File: src/rtl/demo_timer_pkg.sv
// rtl/demo_timer_pkg.sv - register offsets, CTRL bit layout and helpers for demo_io_timer
package demo_timer_pkg;

    localparam logic [2:0] TMR_CTRL      = 3'd0;
    localparam logic [2:0] TMR_STATUS    = 3'd1;
    localparam logic [2:0] TMR_RELOAD_LO = 3'd2;
    localparam logic [2:0] TMR_RELOAD_HI = 3'd3;
    localparam logic [2:0] TMR_COUNT_LO  = 3'd4;
    localparam logic [2:0] TMR_COUNT_HI  = 3'd5;
    localparam logic [2:0] TMR_PRESCALE  = 3'd6;

    localparam int CTRL_EN = 0;
    localparam int CTRL_AR = 1;
    localparam int CTRL_IE = 2;

    // Field order puts en at bit 0 so the packed value matches the register byte.
    typedef struct packed {
        logic ie;
        logic ar;
        logic en;
    } ctrl_t;

    function automatic logic [7:0] ctrl_to_byte(input ctrl_t c);
        return {5'b00000, c};
    endfunction

endpackage

File: src/rtl/demo_timer_prescaler.sv
// rtl/demo_timer_prescaler.sv - free-running prescaler producing a one-cycle tick every period+1 enabled clocks
module demo_timer_prescaler (
    input  logic       clk,
    input  logic       rst,
    input  logic       en,
    input  logic       clear,
    input  logic [7:0] period,
    output logic       tick
);

    logic [7:0] cnt;
    logic       at_end;

    assign at_end = (cnt == period);

    always_ff @(posedge clk) begin
        if (rst) begin
            cnt <= 8'd0;
        end else if (clear) begin
            cnt <= 8'd0;
        end else if (en) begin
            cnt <= at_end ? 8'd0 : cnt + 8'd1;
        end
    end

    assign tick = en & at_end;

endmodule

File: src/rtl/demo_io_timer.sv
// rtl/demo_io_timer.sv - 16-bit down-counting interval timer with prescaler and level irq
// Optional macro DEMO_TIMER_SNAPSHOT_EN: COUNT_LO reads latch the high byte for tear-free 16-bit reads.
module demo_io_timer
    import demo_timer_pkg::*;
#(
    parameter logic [7:0]  RESET_PRESCALE = 8'd0,
    parameter logic [15:0] RESET_RELOAD   = 16'hFFFF
) (
    input  logic       clk,
    input  logic       rst,
    input  logic       cs,
    input  logic [2:0] addr,
    input  logic [7:0] din,
    input  logic       read_en,
    output logic [7:0] dout,
    output logic       irq
);

    ctrl_t       ctrl;
    logic        exp_flag;
    logic [15:0] reload;
    logic [15:0] count;
    logic [7:0]  prescale;

    logic        wr;
    logic        rd;
    logic        wr_ctrl;
    logic        wr_status;
    logic        wr_rld_lo;
    logic        wr_rld_hi;
    logic        wr_pre;
    logic        tick;
    logic        tick_eff;
    logic        expire;
    logic [7:0]  count_hi_rd;
    logic [7:0]  rd_data;

    assign wr        = cs & ~read_en;
    assign rd        = cs & read_en;
    assign wr_ctrl   = wr & (addr == TMR_CTRL);
    assign wr_status = wr & (addr == TMR_STATUS);
    assign wr_rld_lo = wr & (addr == TMR_RELOAD_LO);
    assign wr_rld_hi = wr & (addr == TMR_RELOAD_HI);
    assign wr_pre    = wr & (addr == TMR_PRESCALE);

    demo_timer_prescaler u_prescaler (
        .clk    (clk),
        .rst    (rst),
        .en     (ctrl.en),
        .clear  (wr_rld_hi),
        .period (prescale),
        .tick   (tick)
    );

    // A RELOAD_HI write restarts the interval, so a coincident tick is dropped.
    assign tick_eff = tick & ~wr_rld_hi;
    assign expire   = tick_eff & (count == 16'd0);

    always_ff @(posedge clk) begin
        if (rst) begin
            ctrl <= '0;
        end else if (wr_ctrl) begin
            ctrl.en <= din[CTRL_EN];
            ctrl.ar <= din[CTRL_AR];
            ctrl.ie <= din[CTRL_IE];
        end else if (expire & ~ctrl.ar) begin
            ctrl.en <= 1'b0;
        end
    end

    always_ff @(posedge clk) begin
        if (rst) begin
            exp_flag <= 1'b0;
        end else if (expire) begin
            exp_flag <= 1'b1;
        end else if (wr_status & din[0]) begin
            exp_flag <= 1'b0;
        end
    end

    always_ff @(posedge clk) begin
        if (rst) begin
            reload   <= RESET_RELOAD;
            prescale <= RESET_PRESCALE;
        end else begin
            if (wr_rld_lo) reload[7:0]  <= din;
            if (wr_rld_hi) reload[15:8] <= din;
            if (wr_pre)    prescale     <= din;
        end
    end

    always_ff @(posedge clk) begin
        if (rst) begin
            count <= RESET_RELOAD;
        end else if (wr_rld_hi) begin
            count <= {din, reload[7:0]};
        end else if (tick_eff) begin
            if (count != 16'd0) begin
                count <= count - 16'd1;
            end else if (ctrl.ar) begin
                count <= reload;
            end
        end
    end

`ifdef DEMO_TIMER_SNAPSHOT_EN
    logic [7:0] snapshot;

    always_ff @(posedge clk) begin
        if (rst) begin
            snapshot <= 8'd0;
        end else if (rd & (addr == TMR_COUNT_LO)) begin
            snapshot <= count[15:8];
        end
    end

    assign count_hi_rd = snapshot;
`else
    assign count_hi_rd = count[15:8];
`endif

    always_comb begin
        rd_data = 8'd0;
        case (addr)
            TMR_CTRL:      rd_data = ctrl_to_byte(ctrl);
            TMR_STATUS:    rd_data = {7'd0, exp_flag};
            TMR_RELOAD_LO: rd_data = reload[7:0];
            TMR_RELOAD_HI: rd_data = reload[15:8];
            TMR_COUNT_LO:  rd_data = count[7:0];
            TMR_COUNT_HI:  rd_data = count_hi_rd;
            TMR_PRESCALE:  rd_data = prescale;
            default:       rd_data = 8'd0;
        endcase
    end

    // Registered like the sync RAM/ROM so the decoder mux needs no special case.
    always_ff @(posedge clk) begin
        if (rst) begin
            dout <= 8'd0;
        end else if (rd) begin
            dout <= rd_data;
        end
    end

    assign irq = exp_flag & ctrl.ie;

endmodule

File: config.mk
export PLATFORM = sky130hd
export DESIGN_NAME = demo_io_timer
export DESIGN_NICKNAME = d
export VERILOG_FILES = /design/src/rtl/demo_timer_pkg.sv /design/src/rtl/demo_timer_prescaler.sv /design/src/rtl/demo_io_timer.sv
export SDC_FILE = /design/constraint.sdc
export NUM_CORES = 1
export LEC_CHECK = 0
export ABC_CLOCK_PERIOD_IN_PS = 3240
export CAP_MARGIN = 20
export CORE_ASPECT_RATIO = 0.7
export CORE_MARGIN = 2
export CORE_UTILIZATION = 63
export CTS_BUF_LIST = sky130_fd_sc_hd__clkbuf_4 sky130_fd_sc_hd__clkbuf_8 sky130_fd_sc_hd__clkbuf_16
export DETAILED_ROUTE_END_ITERATION = 8
export PLACE_DENSITY_LB_ADDON = 0.05
export SLEW_MARGIN = 20
export SYNTH_ARGS = -nofsm -noshare
export SYNTH_HDL_FRONTEND = slang
export SYNTH_HIERARCHICAL = 1
export SYNTH_SLANG_ARGS = --single-unit
File: constraint.sdc
create_clock -name clk -period 3.24 [get_ports clk]
set_input_delay 0.324 -clock clk [delete_from_list [all_inputs] [get_ports clk]]
set_output_delay 0.324 -clock clk [all_outputs]
set_load 0.02 [all_outputs]
After elaboration in Yosys (flattened, before gate mapping)
Index checks and enable logic that the tools add are counted.
Widths: inputs -> output; s select.
- $add $sub $neg: 2
- equal/unequal tests: 7
- mux-type cells: 10
- bitwise gates (word level): 16
- reduce and logical (&&, ||, !) cells: 9
- operators by type and width (kind ; count):
    $mux 16 ; 4
    $pmux 8 s7 ; 1
    $logic_not 16->1 ; 1
    $reduce_bool 16->1 ; 1
    $sub 16x1->16 const B ; 1
    $and 1x1->1 ; 13
    $eq 3x3->1 const B ; 3
    $add 8x1->8 const B ; 1
    $eq 8x8->1 ; 1
    $mux 8 ; 1
    $eq 3x2->1 const B ; 2
    $reduce_bool 2->1 ; 3
    $mux 1 ; 4
    $eq 3x1->1 const B ; 1
    $logic_not 3->1 ; 1
    $not 1->1 ; 3
    $reduce_bool 3->1 ; 1
    $reduce_and 2->1 ; 1
    $reduce_or 2->1 ; 1
- register bits: 60
- input port bits: 15
- output and inout port bits: 9
- word-level logic and storage cells: 54

Longest topological paths before layout
Gate-level depths: netlist of the first run.
- word-level depth: 9
- mapped depth: 8
- depth with buffers taken out: 7

Cells and area by module
The synthesis of the first run kept the hierarchy.
- by module, submodules not included (module ; times used ; cells each ; area each (sq um)):
    demo_io_timer ; 1 ; 336 ; 2830.2
    demo_timer_prescaler ; 1 ; 49 ; 434.2

Worst setup path before layout of the first run
OpenSTA, ideal clock, no wires.
- kind: flip-flop to flip-flop
- from: register u_prescaler.cnt[3]
- to: register count[12]
- arrival: 1.990 ns
- required time: 3.161 ns
- slack: 1.171 ns
- cell stages (with the launch flop): 7
- buffers on the path: 0
- path through: dfxtp_1 > xnor2_1 > nand4_1 > nor3_1 > o21ai_2 > o311a_1 > o211ai_1
- longest elaborated chain between the ends: 5
- ends and longest elaborated chain (element ; RTL line ; source):
    start: declaration ; demo_timer_prescaler.sv:11 ; logic [7:0] cnt;
    start signal: assignment ; demo_timer_prescaler.sv:22 ; cnt <= at_end ? 8'd0 : cnt + 8'd1;
    $eq 8x8->1 ; demo_timer_prescaler.sv:14 ; assign at_end = (cnt == period);
    $and 1x1->1 ; demo_timer_prescaler.sv:26 ; assign tick = en & at_end;
    named net tick ; demo_io_timer.sv:32 ; logic tick;
    $and 1x1->1 ; demo_io_timer.sv:56 ; assign tick_eff = tick & ~wr_rld_hi;
    $reduce_bool 2->1 (no line) ; -- ;
    $reduce_and 2->1 (no line) ; -- ;
    end signal: assignment ; demo_io_timer.sv:96 ; count <= {din, reload[7:0]};
    end signal: assignment ; demo_io_timer.sv:99 ; count <= count - 16'd1;
    end signal: assignment ; demo_io_timer.sv:101 ; count <= reload;
    end: declaration ; demo_io_timer.sv:22 ; logic [15:0] count;
The timed path passes the listed nets, and every way through them passes these cells.
A chain may end at the register's enable or synchronous reset.

Worst setup path after layout of the first run
- from: register count[0]
- to: register count[14]
- longest elaborated chain between the ends: 4
- elaborated cells on any way between the ends: 7
- those cells by class: 1 x add/sub; 3 x mux; 3 x reduce/logical
- ends and longest elaborated chain (element ; RTL line ; source):
    $sub 16x1->16 / $reduce_bool 16->1 (equally long branches) ; demo_io_timer.sv:99, demo_io_timer.sv:98 ;
    $mux 16 ; demo_io_timer.sv:98 ; if (count != 16'd0) begin
    $mux 16 ; demo_io_timer.sv:97 ; end else if (tick_eff) begin
    $mux 16 ; demo_io_timer.sv:95 ; end else if (wr_rld_hi) begin
Several ways; a longest one is shown, not always the timed one. The select of a mux whose other input is x is not followed.

==> flow_summary.json, run 1 <==
{
  "post-cts-setup-buffers": 0,
  "final_area_um2": 3780,
  "cts-htree-levels": 3,
  "port_buffers": 23,
  "synthTopCellsByArea": "dfxtp_1 37%, nand2_1 5.7%, nor2_1 4.8%",
  "finalSetupViolCount": 0,
  "synth_cells": 385,
  "fin_crit_sh_pct": 77.3,
  "cp.required_ps": 3460,
  "synth-edff-count": 0,
  "ctsResizeCount": 0,
  "synth_area_um2": 3260,
  "ctsRootBufferMaster": "clkbuf_8",
  "slew_headroom_pct": 43.7,
  "grt.total_usage_pct": 34.8,
  "pin_count": 24,
  "fill_cells": 363,
  "first_global_vias": 3030,
  "synth.net_count": 403,
  "die_area_um2": 5780,
  "drt_iter0_markers": 376,
  "max_slew.worst_pin.slew_ps": 843,
  "fp-row-count": 21,
  "startpoint": "count[0]",
  "reg2regPathDepth": 7,
  "avgSynthCellArea_um2": 8.48,
  "fmax_ghz": 0.399,
  "clockBufferDepth": 2,
  "netlist-cell-type-count": 70,
  "synth_area_leader_cell": "dfxtp_1",
  "crit_end": "count[14]",
  "regToRegSetupSlack_ps": 730,
  "clock_skew_ps": 15.9,
  "async_flop_share_pct": 0,
  "area_growth_pct": 15.7,
  "via_per_inst": 6.62,
  "drt_first_pass_iters": 6,
  "regArea_um2": 1200,
  "grt_pass1_wl_um": 15600,
  "yosysSeqAreaShare_pct": 36.8,
  "critPathLaunchType": "flop",
  "drtAntennaViolNets": 0,
  "nets": 424,
  "place_congestion": 0.959,
  "overflow": 0,
  "vdd_drop_max_mv": 0.395,
  "synthTopCellsByCount": "60 x dfxtp_1, 50 x nand2_1, 42 x nor2_1, 25 x a21oi_1, 17 x nand3_1",
  "maxCapViolCount": 0,
  "antenna_cells": 0,
  "final_max_slew_viol_count": 0,
  "power_density_nw_per_um2": 454,
  "core_um2": 4890,
  "synth_seq_cells": 60,
  "crit_fanout": 6,
  "dpl_cell_area_um2": 3550,
  "synth_top_area_share_pct": 36.8,
  "clkTransAtPathRegs_ps": 60,
  "synth_top_flop_cell": "dfxtp_1",
  "initial_core_util_pct": 66.8,
  "r2r_end": "count[14]",
  "cts.sinks": 60,
  "antenna_found_initial": 0,
  "critical_path_class": "flop to flop",
  "hold_buffers": 0,
  "rr_startpoint": "count[0]",
  "drc": 0,
  "synth.most_common_cell": "dfxtp_1",
  "hp-class": "flop to flop",
  "drt_wl_total_um": 9470,
  "tns_ps": 0,
  "status": "complete, no violations",
  "grt_start_max_net_pins": 33,
  "power.leakage_uw": 0.00143,
  "dp.final_hpwl_um": 6830,
  "cts_tree": "built",
  "rsz0062_at_grt": "false",
  "wl_per_cell_um": 19.8,
  "finalHoldViolCount": 0,
  "yosysWarnings": 6,
  "die_x_um": 90.0,
  "numCtsBuffers": 9,
  "fp.dieH_um": 64.2,
  "drive_gt1_share_pct": 11.2,
  "setup.worst_path.end_class": "flop",
  "worstPathArrival_ps": 2720,
  "post-route-min-period_ps": 2510,
  "multiInputGateArea_um2": 1940,
  "clk_latency_ps": 360,
  "dr_total_vias": 3171
}
worst max-delay path, cell delays in order (launching register included):
cell and delay [ps]:
dfxtp_1 400, inv_1 140, ha_1 190, nor3b_1 710, nor4b_2 530, a211oi_1 140, o21ai_1 150, o211ai_1 120
worst min path at each step:
stage	from	end	slack (ps)	cells past startpoint
5_1_grt	reload[12]	reload[12]	480	2
6_report	dout[2]	dout[2]	450	2
4_1_cts	dout[2]	dout[2]	450	2
3_5_place_dp	dout[2]	dout[2]	440	2
3_3_place_gp	dout[0]	dout[0]	440	2
2_1_floorplan	rst	reload[15]	420	2
kinds of logic after synthesis:
kind of cell / share of synthesized area, %
xor+xnor: 5.37
simple gates: 26.0
buf+inv: 3.68
compound gates: 20.9
flops: 36.8
fa+ha+maj: 1.15
mux: 6.17
report_power, final:
group / switching [uW] / internal, uW
clock: 302 / 469
sequential: 20.7 / 753
combinational: 91.9 / 77.7
total: 414 / 1300
layout by cell type, fill, tap and decap left out, types with 4 or more instances in the layout:
cell type / Yosys / routed
dfxtp_1: 60 / 60
nand2_1: 50 / 50
nor2_1: 42 / 42
a21oi_1: 25 / 25
clkdlybuf4s50_1: 0 / 23
nand3_1: 17 / 17
xnor2_1: 15 / 15
nand3b_1: 11 / 11
o21ai_1: 11 / 11
clkbuf_8: 0 / 11
mux2i_1: 10 / 10
nor3_1: 10 / 10
a22oi_1: 8 / 8
nand4_1: 8 / 8
o21ai_0: 7 / 7
mux2_2: 7 / 7
buf_4: 1 / 7
a22o_1: 5 / 5
a222oi_1: 5 / 5
a2bb2oi_1: 5 / 5
xor2_1: 5 / 5
nor2b_1: 4 / 4
layer usage:
metal / GRT usage, % / part of all wire [%] / vias up / wire [um]
met4: 10.4 / 2.0 / 0 / 185
met2: 52.3 / 41 / 227 / 3880
met1: 48.7 / 43 / 1473 / 4120
li1: - / - / 1449 / -
met5: 0 / 0 / - / 0
met3: 9.67 / 14 / 22 / 1280
registers in the layout, summed over array words and instances (netlist names):
register,count
count,16
u_prescaler/cnt,8
dout,8
ctrl,3
exp_flag,1
reload,16
prescale,8
cell type report:
| type | instances | share of cell area [%] |
|---|---|---|
| multi-input cells | 300 | 51.4 |
| inverters | 4 | 0.530 |
| well taps | 69 | 2.29 |
| repair buffers | 31 | 8.02 |
| clock buffers | 11 | 4.01 |
| clock inverters | 4 | 1.92 |
| flip-flops and latches | 60 | 31.8 |
per-stage QoR:
step / util (%) / hold slack, ps / std cells / power (uW) / setup WS, ps
after detailed placement: 72.7 / 443 / 464 / 954 / 717
final: 77.3 / 450 / 479 / 1710 / 734
after global placement: 72.7 / 438 / 464 / 951 / 724
after floorplan: - / 419 / 385 / 887 / 1170
after global routing: 77.3 / 484 / 479 / 1750 / 689
after CTS: 77.3 / 451 / 479 / 1710 / 920
No activity file was read; power rests on OpenSTA's default activity.
==> inputs of run 2 (changes only) <==
Settings changed: ABC_CLOCK_PERIOD_IN_PS 3240 to 2100, CORE_UTILIZATION 63 to 53.
Clock period 3.24 ns to 2.1 ns, I/O delays scaled along.
==> run 2 against run 1 <==
Effect of this change: critical path depth shrank 2; first-iteration DRC count grew 21%; total power grew 47%; clock power grew 31%; sequential share of layout area shrank 2.8 points; hold slack gained 13 ps; combinational power grew 88%; flip-flop and latch count is the same; via count grew 6.6%; sequential power grew 54%; critical path type unchanged; largest cell class unchanged.
==> flow_summary.json, run 2 (synthesis gave the netlist of run 1 again) <==
{
  "hp-class": "flop to flop",
  "final_area_um2": 4150,
  "numCtsBuffers": 9,
  "initial_core_util_pct": 55.9,
  "crit_buf_inv": 0,
  "switching_share_pct": 25.6,
  "die_area_um2": 6810,
  "via_per_inst": 6.34,
  "finalHoldViolCount": 0,
  "vdd_drop_max_mv": 0.513,
  "post-route-util_pct": 71.0,
  "reg_top3": "count x16, reload x16",
  "switchingPower_uw": 645,
  "drtAntennaViolNets": 0,
  "dp.final_hpwl_um": 7500,
  "maxCapViolCount": 0,
  "crit_family": "simple AND/OR/NAND/NOR gates",
  "path_cells": "or4_4 > nor4_4 > nand3b_1 > xnor2_1 > a221o_1",
  "max_slew.worst_pin.slew_ps": 446,
  "antenna_cells": 0,
  "clk_latency_ps": 350,
  "place_congestion": 0.907,
  "cp.required_ps": 2340,
  "grt.total_usage_pct": 31.3,
  "wl_met1_um": 4520,
  "drive_gt1_share_pct": 22.3,
  "crit_fanout": 8,
  "drc": 0,
  "topRoutingLayerUsed": "met4",
  "area_growth_pct": 27.1,
  "ctsRootBufferMaster": "clkbuf_8",
  "critical_path_class": "flop to flop",
  "cts-htree-levels": 3,
  "die_x_um": 97.8,
  "met3_wirelength_um": 1240,
  "fin_crit_sh_pct": 95.8,
  "slew_headroom_pct": 70.0,
  "drt_wl_total_um": 10200,
  "power_density_nw_per_um2": 607,
  "multiInputGateArea_um2": 1980,
  "pin_count": 24,
  "regArea_um2": 1200,
  "grt_pass1_wl_um": 16600,
  "first_global_vias": 3129,
  "finalNonFillerCells": 533,
  "cts.sinks": 60,
  "numPlacedInstances": 515,
  "clkPwrFrac_pct": 40.1,
  "core_um2": 5840,
  "critPathSlowestCell": "or4_4",
  "post-route-min-period_ps": 2010,
  "port_buffers": 23,
  "grt_start_max_net_pins": 38,
  "final_cell_mix": "58 x dfxtp_1, 53 x buf_4, 50 x nand2_1",
  "power_frac_seq_pct": 47.3,
  "overflow": 0,
  "rsz0062_at_grt": "false",
  "critPathMaxStageDelay_ps": 610,
  "wl_met2_um": 4210,
  "fill_cells": 448,
  "worstPathArrival_ps": 2250,
  "clock_skew_ps": 5.33,
  "final_common_cell": "dfxtp_1",
  "setup.worst_path.end_class": "flop",
  "drt_iter0_markers": 455,
  "fp.dieH_um": 69.7,
  "clkTransAtPathRegs_ps": 70,
  "pwr-share-comb_pct": 12.7,
  "antenna_found_initial": 0,
  "p_int_uw": 1870,
  "fp-row-count": 23,
  "fmax_ghz": 0.497,
  "power.leakage_uw": 0.00166,
  "critPathLaunchType": "flop",
  "finalSetupViolCount": 0,
  "final_max_slew_viol_count": 0,
  "drt_first_pass_iters": 7,
  "clockBufferDepth": 2,
  "dpl_cell_area_um2": 3910,
  "nets": 471,
  "cts_tree": "built",
  "status": "complete, no violations",
  "wl_per_cell_um": 19.2,
  "dr_total_vias": 3380
}
==> run 2: cell count changes in the layout (fill, tap and decap cells not counted), sizes merged <==
cell / change
clkbuf: -1
clkinvlp: -1
bufinv: -1
clkinv: +4
buf: +47
==> run 2: path summary, 6_finish.rpt <==
| path | startpoint | to | slack [ps] | cells after the start |
|---|---|---|---|---|
| max reg2reg | count[7] | count[15] | 90 | 5 |
| max | count[7] | count[15] | 90 | 5 |
| min | dout[0] | dout[0] | 460 | 2 |
| min reg2reg | dout[0] | dout[0] | 460 | 2 |
==> run 2: routing by layer <==
layer,vias up,track usage [%]
met2,225,44.4
met1,1573,45.4
li1,1549,-
met3,33,10.7
met4,0,7.56
met5,-,0
==> run 2: tightest hold or removal path, delay by kind of cell, from the launching register on <==
family | cells | cell delay [ps]
AO/OA/AOI/OAI | 1 | 50
flip-flops | 1 | 320
AND/OR/NAND/NOR | 1 | 50
==> run 2: timing repair <==
item / CTS / global route
pin swaps: 0 / 1
hold buffers: 0 / 0
gates resized for setup: 1 / 9
buffers inserted: 0 / 2
hold endpoints to repair: 0 / 0
endpoints found under the setup margin: 2 / 14
==> run 2: final cells by class <==
class	count	share of cell area (%)
Multi-Input combinational cell	300	47.7
Sequential cell	60	29.0
Timing Repair Buffer	78	16.1
Clock buffer	10	3.17
Tap cell	75	2.26
Clock inverter	6	1.33
Inverter	4	0.482
==> run 2: power by group through the flow <==
stage / clock [uW] / sequential (uW) / combinational [uW]
2_1_floorplan: 0 / 1210 / 155
3_3_place_gp: 0 / 1210 / 305
3_5_place_dp: 0 / 1210 / 308
4_1_cts: 1010 / 1190 / 312
5_1_grt: 1090 / 1190 / 342
6_report: 1010 / 1190 / 320
==> run 2: through the flow <==
step | setup WS, ps | setup TNS, ps | hold slack [ps] | power [uW]
2_1_floorplan | 31.3 | 0 | 305 | 1370
3_3_place_gp | 7.30 | 0 | 446 | 1520
3_5_place_dp | -47.0 | -190 | 459 | 1520
4_1_cts | 69.5 | 0 | 471 | 2510
5_1_grt | 17.0 | 0 | 491 | 2620
6_report | 89.0 | 0 | 463 | 2520
